**config.mk**
```make
export PLATFORM = sky130hd
export DESIGN_NAME = mul_seq_flat
export DESIGN_NICKNAME = d
export VERILOG_FILES = /design/src/rtl/mul_seq_if.sv /design/src/rtl/mul_seq.sv /design/src/flat_wrapper.sv
export SDC_FILE = /design/constraint.sdc
export NUM_CORES = 1
export LEC_CHECK = 0
export BUFFER_PORTS_ARGS = -buffer_cell sky130_fd_sc_hd__buf_2
export CAP_MARGIN = 25
export CORE_MARGIN = 1
export CORE_UTILIZATION = 52
export DETAILED_ROUTE_END_ITERATION = 8
export PLACE_DENSITY_LB_ADDON = 0.2
export SYNTH_ARGS = -nofsm -noshare
export SYNTH_HDL_FRONTEND = slang
export SYNTH_SLANG_ARGS = --single-unit
```
**constraint.sdc**
```tcl
create_clock -name clk -period 9.35 [get_ports clk]
set_input_delay 1.4025 -clock clk [delete_from_list [all_inputs] [get_ports clk]]
set_output_delay 1.4025 -clock clk [all_outputs]
set_load 0.05 [all_outputs]
```
**src/rtl/mul_seq_if.sv**
```systemverilog
// Operand/result bundle for the sequential Booth multiplier.
// master drives the request side; slave is the multiplier itself.
interface mul_seq_if #(
  parameter int W = 16
);
  logic           start;
  logic [W-1:0]   a;
  logic [W-1:0]   b;
  logic           busy;
  logic           done;
  logic [2*W-1:0] p;

  modport master (output start, a, b, input busy, done, p);
  modport slave  (input start, a, b, output busy, done, p);
endinterface

```
**src/rtl/mul_seq.sv**
```systemverilog
// Sequential signed radix-2 Booth multiplier: one W-bit x W-bit product per start.
// Latency W cycles from start edge to done; start is ignored while busy (no queueing).
module mul_seq #(
  parameter int W = 16
) (
  input  logic      clk,
  input  logic      rstn,
  mul_seq_if.slave  bus
);

  localparam int CW = $clog2(W + 1);

  typedef enum logic [1:0] {S_IDLE, S_RUN, S_DONE} state_t;

  state_t           state_q, state_d;
  logic [W-1:0]     m_q, m_d;
  logic [W-1:0]     acc_q, acc_d;
  logic [W-1:0]     q_q, q_d;
  logic             q1_q, q1_d;
  logic [CW-1:0]    cnt_q, cnt_d;
  logic [2*W-1:0]   p_q, p_d;
  logic [W:0]       sum;

  always_comb begin
    state_d = state_q;
    m_d     = m_q;
    acc_d   = acc_q;
    q_d     = q_q;
    q1_d    = q1_q;
    cnt_d   = cnt_q;
    p_d     = p_q;
    sum     = {acc_q[W-1], acc_q};

    case (state_q)
      S_IDLE: begin
        if (bus.start) begin
          m_d     = bus.a;
          acc_d   = '0;
          q_d     = bus.b;
          q1_d    = 1'b0;
          cnt_d   = CW'(W);
          state_d = S_RUN;
        end
      end
      S_RUN: begin
        // One bit of headroom keeps A - M exact when M is the most negative value.
        case ({q_q[0], q1_q})
          2'b01:   sum = {acc_q[W-1], acc_q} + {m_q[W-1], m_q};
          2'b10:   sum = {acc_q[W-1], acc_q} - {m_q[W-1], m_q};
          default: sum = {acc_q[W-1], acc_q};
        endcase
        acc_d = sum[W:1];
        q_d   = {sum[0], q_q[W-1:1]};
        q1_d  = q_q[0];
        cnt_d = cnt_q - CW'(1);
        if (cnt_q == CW'(1)) begin
          p_d     = {sum[W:1], sum[0], q_q[W-1:1]};
          state_d = S_DONE;
        end
      end
      S_DONE: begin
        state_d = S_IDLE;
      end
      default: begin
        state_d = S_IDLE;
      end
    endcase
  end

  always_ff @(posedge clk or negedge rstn) begin
    if (!rstn) begin
      state_q <= S_IDLE;
      m_q     <= '0;
      acc_q   <= '0;
      q_q     <= '0;
      q1_q    <= 1'b0;
      cnt_q   <= '0;
      p_q     <= '0;
    end else begin
      state_q <= state_d;
      m_q     <= m_d;
      acc_q   <= acc_d;
      q_q     <= q_d;
      q1_q    <= q1_d;
      cnt_q   <= cnt_d;
      p_q     <= p_d;
    end
  end

  assign bus.busy = (state_q != S_IDLE);
  assign bus.done = (state_q == S_DONE);
  assign bus.p    = p_q;

endmodule

```
**src/flat_wrapper.sv**
```systemverilog
// flat-port wrapper written by rule: the top's interface ports become plain ports
module mul_seq_flat 
#(
  parameter int W = 16
)
  (clk, rstn, bus_start, bus_a, bus_b, bus_busy, bus_done, bus_p);
  mul_seq_if #(.W(W)) bus_i ();
  input  logic clk;
  input  logic rstn;
  input wire logic [$bits(bus_i.start)-1:0] bus_start;
  input wire logic [$bits(bus_i.a)-1:0] bus_a;
  input wire logic [$bits(bus_i.b)-1:0] bus_b;
  output wire logic [$bits(bus_i.busy)-1:0] bus_busy;
  output wire logic [$bits(bus_i.done)-1:0] bus_done;
  output wire logic [$bits(bus_i.p)-1:0] bus_p;
  assign bus_i.start = bus_start;
  assign bus_i.a = bus_a;
  assign bus_i.b = bus_b;
  assign bus_busy = bus_i.busy;
  assign bus_done = bus_i.done;
  assign bus_p = bus_i.p;
  mul_seq #(.W(W)) u_core (.clk(clk), .rstn(rstn), .bus(bus_i));
endmodule
```
==> metrics, run 1 <==
setup repair bufs after CTS=0; crit path launch type=flip-flop; via count=3898; DIE WIDTH=97.0 um; first-pass GRT wire length=17500 um; via density per instance=5.51; initial antenna violation count=0; Mapped Cells=533; Hold Path Depth=2; most frequent cells after synthesis=nand2_1 (146), dfrtp_1 (88), o21ai_0 (47); Placed Area=5130 um2; setup_tns=0 ns; Hold Fails Final Rpt=0; Yosys cell types=50; Layout Nets=650; pin count of the biggest net entering global routing=52; final worst path period share=40.1%; WP data required=9.60 ns; CTS H-tree depth=3; CP Capture Type=flip-flop; Max-Cap Viols=0; die footprint=9420 um2; post-CTS sizing=0; min-delay worst type=flip-flop to flip-flop; IO Pins=69; Iteration-0 DRC Markers=121; Synth Net Count=589; area leader, netlist=dfrtp_1; final hold slack=0.474 ns; RSZ-0062 raised after global routing=no; clk_lat worst skew=0.37 ns; most numerous cell in the Yosys netlist=nand2_1; FFs w/ async S/R, synth=100%; max-slew violation count=0; ANT nets after route=0; Arr. time, crit path=3.99 ns; area grow syn2layout=14.1%; pre-CTS setup slack=5.60 ns; Clock transition at path regs=0.09 ns; final worst setup slack=5.60 ns; Cell Area, Synth=4700 um2; drt first pass iters=4; Setup CP Type=flip-flop to flip-flop; post-route cell area=5360 um2; die height=97.0 um; DRC=0; Layout fillers=782; outcome=complete, no violations; starting density of the core=53.9%; Remaining Overflow, GRT=0; Setup Viol. Count Final=0; vias in the first global route=3984; clk root buf=clkbuf_8; std cell rows=34; maximum clock frequency=0.267 GHz; number of synthesis warnings=0; Slew HR=60.0%; core area=8720 um2; hold buffer count at CTS=0; ranking of synthesized cells by area=dfrtp_1 (47%), nand2_1 (12%), ha_1 (5.3%); synthesized flop and latch total=88; flip-flop and latch area=2200 um2; CTS max path bufs=2; Syn Area/Cell=8.81 um2; Worst Path Max Fanout=6; multi-input logic area=2330 um2; CTS tree=built; register area share after synthesis=46.9%; Post-synth EDFFs=0; DP HPWL=7340 um; Main synth FF type=dfrtp_1; Slew @ Worst Pin=0.600 ns; Setup Skew=0.0127 ns; Reg2Reg Depth=13; top cell type's share of synthesized area=46.9%; number of inserted diodes=0; I/O Buffers=68; WL/cell=14.5 um; total CTS buffers=9; Routed WL=10200 um; crit path time final=3.75 ns; all-layer global routing usage=23.1%; Placer Congestion=0.953; Sink Count=88; share of cells above drive strength 1=17.2%
==> logic make-up after synthesis <==
group | after synthesis | synth area share (%)
adder cells (fa/ha/maj) | 21 | 5.75
flip-flops | 88 | 46.9
AND/OR/NAND/NOR | 226 | 21.4
AO/OA/AOI/OAI | 122 | 15.9
multiplexers | 8 | 1.84
buffers and inverters | 43 | 3.52
XOR/XNOR | 25 | 4.66
==> per-layer routing <==
metal | up-vias | global-route usage, % | part of all wire, %
met4 | 0 | 10.8 | 2.2
met1 | 1864 | 26.6 | 42
li1 | 1939 | - | -
met5 | - | 0 | 0
met3 | 17 | 4.84 | 4.6
met2 | 78 | 40.9 | 51
==> stage by stage <==
step                      utilization (%)  std cells
final                                61.4        707
after global routing                 61.4        707
after CTS                            61.3        706
after detailed placement             58.8        690
after global placement               58.7        689
after floorplan                         -        533
==> cells in the final DEF (no fill, tap or decap), drive strengths merged, types with 2 or more instances in the layout <==
cell and count:
nand2 146, dfrtp 88, buf 76, o21ai 48, a21oi 28, nor2 23, ha 20, nand3 19
xnor2 18, inv 18, a22oi 16, clkbuf 11, xor2 7, nor2b 7, nor3 6, mux2i 6
nand2b 5, or3 5, o21a 4, a21o 4, nor4 4, o31a 3, a211oi 3, and3 3
o211ai 3, and2 3, mux2 2, nor4b 2, a31oi 2, o21bai 2, o31ai 2, clkinv 2
==> layout make-up <==
cell class                 count  area share, %
clock buffer                  11           2.83
inverter                      17           1.19
sequential                    88           41.1
tap                          108           2.52
clock inverter                 5           1.17
timing repair buffer          76           7.73
multi-input combinational    402           43.5
==> worst max-delay path: stages (launching register included) <==
cell,delay (ns)
dfrtp_1,0.43
or3_4,0.42
or3_1,0.38
nor4_2,0.36
a21oi_1,0.13
xnor2_1,0.15
ha_1,0.35
and3_1,0.22
and2_1,0.17
a221oi_1,0.29
o31a_1,0.22
mux2i_2,0.27
xor2_1,0.16
o21ai_1,0.07
==> final timing paths <==
| check | start | slack [ns] | end |
|---|---|---|---|
| max | u_core.m_q[3]$_DFFE_PN0P_ | 5.60 | u_core.bus.p[31]$_DFFE_PN0P_ |
| min | u_core.bus.p[2]$_DFFE_PN0P_ | 0.47 | u_core.bus.p[2]$_DFFE_PN0P_ |
| max reg2reg | u_core.m_q[3]$_DFFE_PN0P_ | 5.60 | u_core.bus.p[31]$_DFFE_PN0P_ |
| min reg2reg | u_core.bus.p[2]$_DFFE_PN0P_ | 0.47 | u_core.bus.p[2]$_DFFE_PN0P_ |
| max in group asynchronous | rstn | 7.35 | u_core.m_q[7]$_DFFE_PN0P_ |
| min in group asynchronous | rstn | 1.00 | u_core.bus.p[31]$_DFFE_PN0P_ |
==> registers in the layout, indices dropped and copies added (netlist names) <==
signal / count
u_core.cnt_q: 5
u_core.q1_q: 1
u_core.state_q: 2
u_core.bus.p: 32
u_core.m_q: 16
u_core.q_q: 16
u_core.acc_q: 16
Power of run 1 is not shown: default switching activity piles up to over one toggle a cycle in this logic, so the estimate is an artifact.
==> run 2: changes to the inputs <==
Settings changed: ABC_AREA set to 1.
Clock period 9.35 ns to 3 ns, I/O delays scaled along.
==> run 2 against run 1 <==
Non-clock buffer count shrank 1; maximum frequency rose by 37%; global-route usage increased by 1.8 points; register-to-register slack worse by 5.3 ns; area after synthesis rose by 4.7%; count of clock-buffer cells in the layout down 1; hold slack worse by 0.40 ns; clock skew is 0.0037 ns lower; critical endpoint is now u_core.acc_q[10]$_DFFE_PN0P_; highest routed layer unchanged.
==> metrics, run 2 <==
crit path time final=2.74 ns (-1.01 ns); Slew @ Worst Pin=0.679 ns (+0.0795 ns); Placer Congestion=0.900 (-5.5%); CP Capture Type=flip-flop; Layout fillers=866 (+11%); Iteration-0 DRC Markers=285 (+140%); Mapped Cells=633 (+19%); DRC=0 (unchanged); share of cells above drive strength 1=16.8% (-0.41 points); via density per instance=5.30 (-3.9%); Setup Skew=0.00901 ns (-0.00370 ns); std cell rows=35 (+2.9%); Remaining Overflow, GRT=0 (unchanged); met3 wire length=410 um (-14%); WP data required=3.25 ns (-6.35 ns); final worst path period share=91.3% (+51 points); outcome=complete, no violations; IO Pins=69 (unchanged); Setup Viol. Count Final=0 (unchanged); die height=99.2 um (+2.3%); CTS H-tree depth=3 (unchanged); WL/cell=13.7 um (-5.4%); setup_tns=0 ns (unchanged); starting density of the core=53.5% (-0.40 points); Routed met2 length=5680 um (+7.8%); die footprint=9850 um2 (+4.6%); Clock transition at path regs=0.09 ns (about the same); most frequent cells after synthesis=nand2_1 (201), dfrtp_1 (88), inv_1 (82); Setup CP Type=flip-flop to flip-flop; area leader, netlist=dfrtp_1; via count=4315 (+11%); Yosys cell types=41 (-18%); number of synthesis warnings=0 (unchanged); commonest cells after routing, fill and taps aside=nand2_1 (201), dfrtp_1 (88), inv_1 (80); pin count of the biggest net entering global routing=89 (+71%); max-slew violation count=0 (unchanged); flip-flop and latch area=2200 um2 (unchanged); CTS tree=built; CTS max path bufs=2 (unchanged); Main synth FF type=dfrtp_1; multi-input logic area=2310 um2 (-0.91%); Slew HR=54.7% (-5.4 points); commonest non-fill, non-tap cell in the layout=nand2_1; min-delay worst type=input port to asynchronous set/reset pin; Syn Area/Cell=7.77 um2 (-12%); Layout Nets=754 (+16%); DIE WIDTH=99.2 um (+2.3%); RSZ-0062 raised after global routing=no; Arr. time, crit path=2.99 ns (-1.00 ns); ranking of synthesized cells by area=dfrtp_1 (45%), nand2_1 (15%), o21ai_0 (6.7%); DP HPWL=8180 um (+12%); I/O Buffers=68 (unchanged); crit path launch type=flip-flop; top cell type's share of synthesized area=44.8% (-2.1 points); Cell Area, Synth=4920 um2 (+4.7%); area grow syn2layout=13.5%; Worst Path Max Fanout=8 (+2); first-pass GRT wire length=19700 um (+12%); Synth Net Count=689 (+17%); Post-synth EDFFs=0 (unchanged); all-layer global routing usage=24.9% (+1.8 points); vias in the first global route=4356 (+9.3%); total CTS buffers=9 (unchanged); drt first pass iters=5 (+1); ANT nets after route=0 (unchanged); Hold Fails Final Rpt=0 (unchanged); FFs w/ async S/R, synth=100% (unchanged); initial antenna violation count=0 (unchanged); clk root buf=clkbuf_8; register area share after synthesis=44.8% (-2.1 points); Routed WL=11200 um (+8.9%); Sink Count=88 (unchanged); maximum clock frequency=0.365 GHz (+37%); max reg flops=32 (unchanged); synthesized flop and latch total=88 (unchanged); most numerous cell in the Yosys netlist=nand2_1; Max Used Layer=met4; Max-Cap Viols=0 (unchanged); clk_lat worst skew=0.36 ns (about the same); core area=9200 um2 (+5.5%); Metal-1 WL=4950 um (+16%); hold buffer count at CTS=0 (unchanged); number of inserted diodes=0 (unchanged)
## run 2: final cells by class
class,instances,area share (%)
flip-flops and latches,88,39.5
inverters,85,5.72
well taps,111,2.49
multi-input cells,439,41.4
repair buffers,75,7.31
clock buffers,10,2.29
clock inverters,6,1.35
## run 2: kinds of logic after synthesis
| group | share of synthesized area [%] |
|---|---|
| multiplexers | 0.407 |
| flip-flops | 44.8 |
| buffers and inverters | 8.53 |
| AO/OA/AOI/OAI | 14.0 |
| AND/OR/NAND/NOR | 23.9 |
| XOR/XNOR | 2.85 |
| adder cells (fa/ha/maj) | 5.50 |
## run 2: worst max-delay path: stages (launching register included)
cell and delay [ns]:
dfrtp_1 0.37, inv_1 0.08, ha_2 0.24, inv_1 0.16, nand2_1 0.12, xor2_1 0.18, inv_1 0.08, ha_1 0.35
a21oi_1 0.17, inv_1 0.08, a21oi_2 0.18, nand2_1 0.13, nand2_1 0.10, nand3b_1 0.08, nand3_1 0.13, nand2_1 0.08
nand2_1 0.06, nand2_1 0.05
## run 2: timing repair
item	CTS	global route
gates resized for setup	0	8
setup buffers	0	1
endpoints found under the setup margin	0	10
## run 2: metrics by stage
stage	instance area (um2)	hold slack [ns]	setup slack, ns	instances	util [%]
floorplan	4920	0.154	0.569	633	-
finish	5580	0.0729	0.261	814	60.7
global placement	5360	0.458	0.299	797	58.2
global route	5580	0.162	0.00344	814	60.7
detailed placement	5360	0.461	0.197	797	58.2
CTS	5560	0.136	0.167	813	60.4
## run 2: path summary, 6_finish.rpt
check	startpoint	end	slack, ns	cells after the start
max	u_core.q1_q$_DFFE_PN0P_	u_core.acc_q[10]$_DFFE_PN0P_	0.26	17
min	rstn	u_core.m_q[14]$_DFFE_PN0P_	0.07	2
max reg2reg	u_core.q1_q$_DFFE_PN0P_	u_core.acc_q[10]$_DFFE_PN0P_	0.26	17
min reg2reg	u_core.bus.p[29]$_DFFE_PN0P_	u_core.bus.p[29]$_DFFE_PN0P_	0.48	2
max in group asynchronous	rstn	u_core.bus.p[27]$_DFFE_PN0P_	2.51	2
min in group clk	bus_a[14]	u_core.m_q[14]$_DFFE_PN0P_	0.28	3
## run 2: metal layers
metal | track usage (%) | vias to the layer above
met5 | 0 | -
met4 | 6.67 | 0
met1 | 31.2 | 2060
met3 | 4.15 | 13
li1 | - | 2151
met2 | 44.4 | 91
Power of run 2 is left out for the same reason.
